==> config.mk <==
export PLATFORM = sky130hd
export DESIGN_NAME = serial_parity_rx
export DESIGN_NICKNAME = d
export VERILOG_FILES = /design/src/rtl/serial_rx_pkg.sv /design/src/rtl/serial_parity_rx_bit_timer.sv /design/src/rtl/serial_parity_rx.sv
export SDC_FILE = /design/constraint.sdc
export NUM_CORES = 1
export LEC_CHECK = 0
export ABC_AREA = 0
export CORE_UTILIZATION = 40
export CTS_CLUSTER_DIAMETER = 60
export CTS_CLUSTER_SIZE = 16
export DETAILED_ROUTE_END_ITERATION = 6
export PLACE_DENSITY = 0.72
export SETUP_SLACK_MARGIN = 0.1
export SLEW_MARGIN = 20
export SYNTH_ARGS = -nofsm -noshare
export SYNTH_HDL_FRONTEND = slang
export SYNTH_SLANG_ARGS = --single-unit
==> constraint.sdc <==
create_clock -name clock -period 1.9 [get_ports clock]
set_clock_uncertainty 0.05 [all_clocks]
set_input_delay 0.38 -clock clock [delete_from_list [all_inputs] [get_ports clock]]
set_output_delay 0.38 -clock clock [all_outputs]
set_load 0.01 [all_outputs]
==> src/rtl/serial_rx_pkg.sv <==
// Shared types and constants for the serial parity receiver.
// Optional error counter is enabled with SERIAL_RX_ERR_CNT_EN.
package serial_rx_pkg;

  typedef enum logic [2:0] {
    IDLE      = 3'd0,
    START     = 3'd1,
    DATA      = 3'd2,
    PARITY    = 3'd3,
    STOP      = 3'd4,
    WAIT_IDLE = 3'd5
  } rx_state_t;

  localparam logic EVEN = 1'b0;
  localparam logic ODD  = 1'b1;

endpackage

==> src/rtl/serial_parity_rx_bit_timer.sv <==
// Bit-period counter with a mid-bit sample strobe.
// Clear restarts the period; enable lets it run.
module bit_timer #(
  parameter int CLKS_PER_BIT = 16
) (
  input  logic clock,
  input  logic reset_n,
  input  logic clear,
  input  logic enable,
  output logic strobe
);

  localparam int CW = $clog2(CLKS_PER_BIT);
  localparam logic [CW-1:0] LAST = CW'(CLKS_PER_BIT - 1);
  localparam logic [CW-1:0] MID  = CW'(CLKS_PER_BIT / 2 - 1);

  logic [CW-1:0] cnt;

  always_ff @(posedge clock or negedge reset_n) begin
    if (!reset_n) begin
      cnt <= '0;
    end else if (clear) begin
      cnt <= '0;
    end else if (enable) begin
      cnt <= (cnt == LAST) ? '0 : cnt + CW'(1);
    end
  end

  assign strobe = enable && (cnt == MID);

endmodule

==> src/rtl/serial_parity_rx.sv <==
// Serial frame receiver: start, LSB-first data, parity, stop.
// Define SERIAL_RX_ERR_CNT_EN to build the saturating error counter.
module serial_parity_rx
  import serial_rx_pkg::*;
#(
  parameter int DATA_W       = 8,
  parameter int CLKS_PER_BIT = 16,
  parameter int PARITY_ODD   = 0
) (
  input  logic              clock,
  input  logic              reset_n,
  input  logic              in,
  output logic [DATA_W-1:0] data_out,
  output logic              valid,
  output logic              parity_err,
  output logic              frame_err,
  output logic [7:0]        err_count
);

  localparam int IW = (DATA_W > 1) ? $clog2(DATA_W) : 1;
  localparam logic PAR_MODE = (PARITY_ODD != 0) ? ODD : EVEN;

  rx_state_t         state;
  logic [DATA_W-1:0] shreg;
  logic [IW-1:0]     bit_idx;
  logic              par;
  logic              par_bad;
  logic              strobe;
  logic              t_clear;
  logic              t_en;

  assign t_clear = (state == IDLE) && !in;
  assign t_en    = (state == START) || (state == DATA) ||
                   (state == PARITY) || (state == STOP);

  bit_timer #(
    .CLKS_PER_BIT(CLKS_PER_BIT)
  ) u_timer (
    .clock  (clock),
    .reset_n(reset_n),
    .clear  (t_clear),
    .enable (t_en),
    .strobe (strobe)
  );

  always_ff @(posedge clock or negedge reset_n) begin
    if (!reset_n) begin
      state      <= IDLE;
      shreg      <= '0;
      bit_idx    <= '0;
      par        <= 1'b0;
      par_bad    <= 1'b0;
      data_out   <= '0;
      valid      <= 1'b0;
      parity_err <= 1'b0;
      frame_err  <= 1'b0;
    end else begin
      valid <= 1'b0;
      unique case (state)
        IDLE: begin
          if (!in) begin
            state <= START;
            par   <= 1'b0;
          end
        end
        START: begin
          if (strobe) begin
            if (in) begin
              state <= IDLE;
            end else begin
              state   <= DATA;
              bit_idx <= '0;
            end
          end
        end
        DATA: begin
          if (strobe) begin
            shreg <= (shreg >> 1) |
                     (DATA_W'(in) << (DATA_W - 1));
            par   <= par ^ in;
            if (bit_idx == IW'(DATA_W - 1)) begin
              state <= PARITY;
            end else begin
              bit_idx <= bit_idx + IW'(1);
            end
          end
        end
        PARITY: begin
          if (strobe) begin
            par_bad <= ((par ^ in) != PAR_MODE);
            state   <= STOP;
          end
        end
        STOP: begin
          if (strobe) begin
            data_out   <= shreg;
            parity_err <= par_bad;
            frame_err  <= !in;
            valid      <= 1'b1;
            state      <= in ? IDLE : WAIT_IDLE;
          end
        end
        WAIT_IDLE: begin
          // A broken stop bit leaves the line low; wait for it to recover.
          if (in) begin
            state <= IDLE;
          end
        end
        default: state <= IDLE;
      endcase
    end
  end

`ifdef SERIAL_RX_ERR_CNT_EN
  logic [7:0] err_q;

  always_ff @(posedge clock or negedge reset_n) begin
    if (!reset_n) begin
      err_q <= 8'h00;
    end else if (valid && (parity_err || frame_err) &&
                 (err_q != 8'hFF)) begin
      err_q <= err_q + 8'd1;
    end
  end

  assign err_count = err_q;
`else
  assign err_count = 8'h00;
`endif

endmodule
# == Word level (Yosys, flattened, before mapping) ==
# Cells that the tools add are included.
# totals
reg_bits,31
inputBits,3
out_inout_bits,19
word_cells,70
# classes
addsub,2
n_eq_ne,17
n_mux,23
bitwise,2
reduce_logical,16
# ops
operator,count
3-bit two-way mux,12
3-bit case mux with 6 select lines,1
"2-bit inequality test, second input constant",8
4-bit two-way mux,3
"3-bit equality test, second input constant",3
7-bit by 8-bit bitwise OR with 8-bit output,1
7-bit AND reduction,1
"3-bit by 2-bit equality test with 1-bit output, second input constant",2
3-bit case mux with 2 select lines,1
2-bit AND reduction,3
2-bit nonzero test,3
5-bit AND reduction,1
"4-bit by 1-bit adder with 4-bit output, second input constant",1
"4-bit by 3-bit equality test with 1-bit output, second input constant",1
"4-bit equality test, second input constant",1
1-bit two-way mux,4
"3-bit by 1-bit adder with 3-bit output, second input constant",1
"3-bit by 1-bit equality test with 1-bit output, second input constant",1
3-bit logical NOT,1
1-bit logical OR,3
3-bit AND reduction,1
1-bit logical AND,2
2-bit two-way mux,1
"2-bit by 1-bit inequality test with 1-bit output, second input constant",1
3 further kinds,3

# == Logic depth before layout (Yosys ltp) ==
# Gate-level depths: netlist (run 1).
# depth
depth_word,7
mapped_depth,6
depth_no_buf,5

# == By module ==
# From an unflattened synthesis (run 1), not the netlist that was laid out.
# unflattened
cells_unflattened,116
area_unflattened_um2,1456.4
# by_module_without_submodules
module,n_inst,cells_each,area_per_inst_um2,seq_area_each_um2
serial_parity_rx,1,95,1251.2,675.6
bit_timer,1,21,205.2,100.1

# == Least setup slack after synthesis (run 1) ==
# Ideal clock, no wire load.
# synth_timing
kind,reg2reg
start,reg u_timer.cnt[0]
end,reg data_out[0]
setup_ns,0.125
arrival_ns,1.570
required_ns,1.725
path_slack_ns,0.156
path_stages_with_launch,7
path_buffers,2
synth_period_minus_slack_ns,1.744
cell_sequence,dfrtp_1 > ha_1 > and3b_2 > buf_6 > nand3_1 > buf_4 > mux2_2
# synth_via
elab_chain_cells,3
# synth_lines
item,line_no,text
"start, declared",serial_parity_rx_bit_timer.sv:17,logic [CW-1:0] cnt;
"start signal, assigned",serial_parity_rx_bit_timer.sv:25,cnt <= (cnt == LAST) ? '0 : cnt + CW'(1);
4-bit by 3-bit equality test with 1-bit output,serial_parity_rx_bit_timer.sv:29,assign strobe = enable && (cnt == MID);
1-bit logical AND,serial_parity_rx_bit_timer.sv:29,
2-bit AND reduction (no line),--,
"end signal, assigned",serial_parity_rx.sv:96,data_out <= shreg;
"end, declared",serial_parity_rx.sv:13,"output logic [DATA_W-1:0] data_out,"
# No other way between the ends.
# A chain may end at the register's enable or synchronous reset.

# == Worst setup path in the final report (run 1) ==
# layout_timing
start,reg u_timer.cnt[0]
end,reg data_out[4]
# The elaborated chain is that of the path after synthesis.

==> flow_summary.ini, run 1 <==
[run_status]
status = finished clean

[power]
p_leak_uw = 0.000889
ir_drop_v = 0.000630
power.density_nw_per_um2 = 1070
power_uw = 1940

[routing]
wire_per_inst_um = 13.2
drt-initial-drc-count = 52
num_vias = 1004
totalWireLength_um = 2550
ant_nets = 0
viasPerCell = 5.20
drc = 0
first_pass_iters = 4

[die]
die_h_um = 64.0
row_count = 22
fp.coreArea_um2 = 3660
num_io_pins = 22
initial_utilization_pct = 42.0
die-area_um2 = 4090
die_x_um = 64.0

[synthesis]
synth_area_leaders = dfrtp_1 50%, mux2_2 8.8%, mux2_4 7.8%
ys_warn_count = 0
avgSynthCellArea_um2 = 12.4
ys_seq_area_share_pct = 50.5
async_reset_ff_share_pct = 100
synth-main-ff-cell = dfrtp_1
synth_area_um2 = 1540
ys_ff_latch = 31
synth_top_area_cell = dfrtp_1
synth_cell_types = 40
synth_top_area_share_pct = 50.5
synth_edf_count = 0
netlist_instances = 124

[placed_design]
hpwl_um = 1760
place.gp.congestion = 0.837
io_buffers = 13
post-place-cells = 186

[critical_path]
cp_data_arrival_time_ns = 1.85
worst-setup-path-type = reg2reg
crit-reg2reg-capture = data_out[4]$_DFFE_PN0P_
rr_startpoint = u_timer.cnt[0]$_DFFE_PN0P_
end_kind = flip-flop
crit_fanout = 11
ff2ff_path_depth = 5
r2r_slack_ns = 0.16
cp_data_required_time_ns = 2.02
critPathLaunchType = flip-flop

[global_routing]
antenna_found_initial = 0
grt_max_degree = 32
grt_usage_pct = 15.1
grt_pass1_wl_um = 4570
grt_pass1_vias = 1011
grt.overflow.total = 0

[cts]
insertion_delay_ns = 0.29
cts_tree = done
cts_hold_buf = 0
cts_max_level = 2
numCtsBuffers = 5
cts_setup_buffers = 0
clock_sinks = 31
clk_path_buf_depth = 2
clk_pin_slew_ns = 0.06
root_buffer = clkbuf_8
cts_resized = 0

[final_layout]
drive_gt1_share_pct = 29.0
antenna_cells = 0
fin_cells = 193
nets = 151
syn_to_final_growth_pct = 17.9

[timing]
finalHoldViolCount = 0
finalMaxSlewViolations = 0
rsz0062_at_grt = no
min_period_ns = 1.74
slew-limit-headroom_pct = 65.9
fmaxAchievable_mhz = 576
fin_crit_sh_pct = 91.4
setup_tns_ns = 0
tightest_slew_ns = 0.507
setup_violations = 0

[worst_hold_path]
hold_path_class = in2async

[run]
maxCapViolCount = 0
-- cell usage after synthesis, types with 2 or more instances --
cell and number:
a211oi_1 2, a21o_1 2, a21oi_1 4, a22o_1 2, a311oi_1 2, a31oi_1 2
and3_1 3, buf_2 3, buf_4 9, buf_6 2, dfrtp_1 31, ha_1 3
inv_1 5, mux2_2 12, mux2_4 8, nand3_1 2, nor2_1 2, nor3b_1 2
o21ai_0 6, or3_1 2
-- area by class of cell --
| class | count | area [µm²] |
|---|---|---|
| Fill cell | 335 | 1850 |
| Sequential cell | 31 | 776 |
| Multi-Input combinational cell | 80 | 659 |
| Timing Repair Buffer | 22 | 210 |
| Clock buffer | 6 | 82.6 |
| Tap cell | 48 | 60.1 |
| Inverter | 5 | 18.8 |
| Clock inverter | 1 | 5.00 |
-- per-stage QoR --
| step | worst slack [ns] | utilization [%] | hold slack [ns] | cell area [µm²] |
|---|---|---|---|---|
| floorplan | 0.156 | - | 0.0344 | 1560 |
| global placement | 0.0915 | 47.1 | 0.437 | 1720 |
| detailed placement | 0.0772 | 47.1 | 0.447 | 1720 |
| CTS | 0.156 | 49.5 | 0.443 | 1810 |
| global route | 0.113 | 49.5 | 0.477 | 1810 |
| finish | 0.164 | 49.5 | 0.441 | 1810 |
-- per-layer routing --
metal | GRT usage [%] | vias up | wire length [µm]
met2 | 22.7 | 38 | 1210
met3 | 4.29 | 4 | 158
met4 | 10.2 | 0 | 24
met1 | 18.7 | 487 | 1150
li1 | - | 475 | -
met5 | 0 | - | 0
-- worst max path at each step --
stage / start / to / depth (start not counted)
final: u_timer.cnt[0]$_DFFE_PN0P_ / data_out[4]$_DFFE_PN0P_ / 5
after global routing: u_timer.cnt[0]$_DFFE_PN0P_ / data_out[3]$_DFFE_PN0P_ / 5
after CTS: u_timer.cnt[0]$_DFFE_PN0P_ / data_out[4]$_DFFE_PN0P_ / 5
after detailed placement: in / par$_DFFE_PN0P_ / 4
after global placement: in / par$_DFFE_PN0P_ / 4
after floorplan: u_timer.cnt[0]$_DFFE_PN0P_ / data_out[0]$_DFFE_PN0P_ / 6
-- placed cells by master, fill, tap and decap left out, drive strengths merged, types with 2 or more instances in the layout --
cell and instances:
a211oi 2, a21o 2, a21oi 4, a22o 2, a311oi 2, a31oi 2, and3 3, buf 9
clkbuf 6, clkdlybuf4s50 13, conb 8, dfrtp 31, ha 3, inv 5, mux2 20, nand3 2
nor2 2, nor3b 2, o21ai 6, or2 2, or3 2
-- worst max-delay path: stages (launching register included) --
cell	delay (ns)
dfrtp_1	0.40
ha_1	0.24
and3b_2	0.28
nand3_1	0.15
buf_12	0.15
mux2_2	0.34
-- where the power goes --
group	internal [µW]	leakage, µW	switching, µW
Clock	283	0.0000470	234
Combinational	294	0.000433	263
Sequential	769	0.000409	97.7
Total	1350	0.000889	595
-- flip-flops by register name (all words and copies together), names as in the netlist --
name / cells
data_out: 8
shreg: 8
u_timer.cnt: 4
bit_idx: 3
state: 3
frame_err: 1
par: 1
par_bad: 1
parity_err: 1
valid: 1
-- cells by family after synthesis --
kind of cell	share of synthesized area [%]
buffers and inverters	8.31
flip-flops	50.5
other	0.244
AO/OA/AOI/OAI	12.0
multiplexers	17.3
adder cells (fa/ha/maj)	2.44
AND/OR/NAND/NOR	8.71
XOR/XNOR	0.570
No activity file was read; power rests on OpenSTA's default activity.
==> run 2, diff against run 1 <==
SYNTH_HIERARCHICAL = 1   (was not set)
TNS_END_PERCENT = 10   (was not set)
==> flow_summary.ini, run 2 <==
[global_routing]
grt_max_degree = 32
grt.overflow.total = 0
grt_pass1_vias = 886
grt_pass1_wl_um = 4150
grt_usage_pct = 14.3
antenna_found_initial = 0

[worst_hold_path]
hold_path_class = in2async

[routing]
drt-initial-drc-count = 41
totalWireLength_um = 2530
wire_per_inst_um = 13.2
drc = 0
viasPerCell = 4.70
ant_nets = 0
num_vias = 898
first_pass_iters = 4

[power]
power.density_nw_per_um2 = 1020
p_seq_share_pct = 44.1
switchingPower_uw = 568
p_clk_share_pct = 27.8
ir_drop_v = 0.000503
swShare_pct = 29.5
p_leak_uw = 0.000907
p_int_uw = 1360
pwr-share-comb_pct = 28.0

[synthesis]
ys_seq_area_share_pct = 53.3
synth_area_um2 = 1460
synth_cell_types = 29
synth-xor-area-share_pct = 1.80
ys_warn_count = 6
synth.most_common_cell = dfrtp_1
synth_compound_area_share_pct = 4.55
muxShareOfSynthArea_pct = 17.4
synth_top_area_cell = dfrtp_1
synth_edf_count = 0
ys_ff_latch = 31
synth_area_leaders = dfrtp_1 53%, mux2_2 14%, buf_4 5.2%
synth_top_cells_by_count = 31 x dfrtp_1, 18 x mux2_2, 10 x buf_4
yosys.area_share.simple_pct = 11.9
synth_top_area_share_pct = 53.3
synth_adder_area_share_pct = 2.58
avgSynthCellArea_um2 = 12.6
synth-main-ff-cell = dfrtp_1
async_reset_ff_share_pct = 100
netlist_instances = 116
synth_top_family_by_area = multiplexers

[critical_path]
critPathLaunchType = flip-flop
critPathBufInv = 2
slowest_stage = dfrtp_1
rr_startpoint = state[0]$_DFFE_PN0P_
end_kind = flip-flop
worst-setup-path-type = reg2reg
crit_fanout = 5
cp_data_required_time_ns = 2.07
cp_slowest_stage_delay_ns = 0.43
r2r_slack_ns = -0.08
cp_data_arrival_time_ns = 2.14
ff2ff_path_depth = 8
crit_family = simple AND/OR/NAND/NOR gates
path_cells = nor2_4, xnor2_2, nand2_2, nor3b_4, nor4bb_4, buf_4, clkbuf_16, mux2_4
crit-reg2reg-capture = shreg[3]$_DFFE_PN0P_

[timing]
finalHoldViolCount = 0
fmaxAchievable_mhz = 506
fin_crit_sh_pct = 104
rsz0062_at_grt = yes
min_period_ns = 1.98
finalWorstSetupSlack_ns = -0.0761
whs_ns = 0.391
setup_violations = 20
finalMaxSlewViolations = 0

[final_layout]
antenna_cells = 0
nets = 150
top_regs = data_out (8), shreg (8), u_timer/cnt (4)
drive_gt1_share_pct = 33.1
layout_commonest_cell = dfrtp_1
syn_to_final_growth_pct = 29.8
final_core_util_pct = 55.3
fin_cells = 191
layout_common_cells = 31 x dfrtp_1, 16 x mux2_4, 13 x clkdlybuf4s50_1

[cts]
clk_pin_slew_ns = 0.10
cts_hold_buf = 0
cts_tree = done
cts_max_level = 2
insertion_delay_ns = 0.33
clock_sinks = 31
root_buffer = clkbuf_4
numCtsBuffers = 5
clk_path_buf_depth = 2

[die]
initial_utilization_pct = 42.6
row_count = 21
die_x_um = 62.3
fp.coreArea_um2 = 3420
die-area_um2 = 3890
die_h_um = 62.3
num_io_pins = 22

[placed_design]
place.gp.congestion = 0.762
post-place-cells = 179
hpwl_um = 1690
io_buffers = 13

[run]
maxCapViolCount = 0

[run_status]
violations = setup timing
status = finished, violations left
-- run 2: changes by cell type in the layout (fill, tap and decap cells not counted), sizes merged, moves of 3 or more --
cell,previous run,this run
inv,5,2
nor2,2,6
nand2,0,6
mux2i,1,5
buf,9,14
nand2b,0,3
-- run 2: final cells by class --
type / instances / area (µm²)
repair buffers: 28 / 285
well taps: 46 / 57.6
clock buffers: 6 / 51.3
fillers: 295 / 1530
flip-flops and latches: 31 / 776
inverters: 2 / 7.51
clock inverters: 2 / 35.0
multi-input cells: 76 / 678
-- run 2: worst max-delay path by stage --
stage                           end  slack [ns]            startpoint  depth (start not counted)
5_1_grt        shreg[3]$_DFFE_PN0P_       -0.18  state[0]$_DFFE_PN0P_                          8
4_1_cts        shreg[5]$_DFFE_PN0P_       -0.02  state[1]$_DFFE_PN0P_                          7
2_1_floorplan  shreg[0]$_DFFE_PN0P_       -0.11  state[1]$_DFFE_PN0P_                          8
3_5_place_dp   shreg[5]$_DFFE_PN0P_       0.007  state[1]$_DFFE_PN0P_                          7
6_report       shreg[3]$_DFFE_PN0P_       -0.08  state[0]$_DFFE_PN0P_                          8
3_3_place_gp   shreg[6]$_DFFE_PN0P_        0.03  state[1]$_DFFE_PN0P_                          7
-- run 2: through the flow --
step / power (µW) / TNS, ns / cell area (µm²) / setup slack [ns]
4_1_cts: 1920 / -0.0965 / 1800 / -0.0197
6_report: 1930 / -1.07 / 1890 / -0.0761
3_5_place_dp: 1380 / 0 / 1720 / 0.00749
5_1_grt: 2050 / -3.40 / 1890 / -0.184
3_3_place_gp: 1340 / 0 / 1720 / 0.0329
2_1_floorplan: 1250 / -1.52 / 1540 / -0.105
-- run 2: timing repair --
item	4_1_cts	5_1_grt
gates resized for setup	0	11
pin swaps	2	4
setup buffers	0	3
gates cloned	0	1
setup endpoints to repair	21	23
-- run 2: power groups by stage --
stage / combinational, µW / sequential, µW / clock, µW
floorplan: 413 / 833 / 0
global route: 604 / 865 / 581
global placement: 489 / 855 / 0
CTS: 520 / 850 / 546
detailed placement: 517 / 861 / 0
finish: 540 / 851 / 537
-- run 2: cells by family (layout without fill, tap and decap cells) --
kind of cell,count (synthesis),count (layout)
other cells,1,8
simple gates,28,28
xor+xnor,3,3
flops,31,31
compound gates,11,11
fa+ha+maj,3,3
mux,23,23
buf+inv,16,38
-- run 2: per-layer routing --
metal / track usage [%] / up-vias / wire, µm
li1: - / 438 / -
met1: 16.8 / 434 / 1130
met2: 23.2 / 20 / 1260
met3: 5.51 / 6 / 97
met4: 6.10 / 0 / 40
met5: 0 / - / 0
==> run 3, diff against run 2 <==
CTS_CLUSTER_SIZE = not set   (was 16)
==> results of run 3 <==
No change in the layout: final DEF, timing and power equal those of run 2.
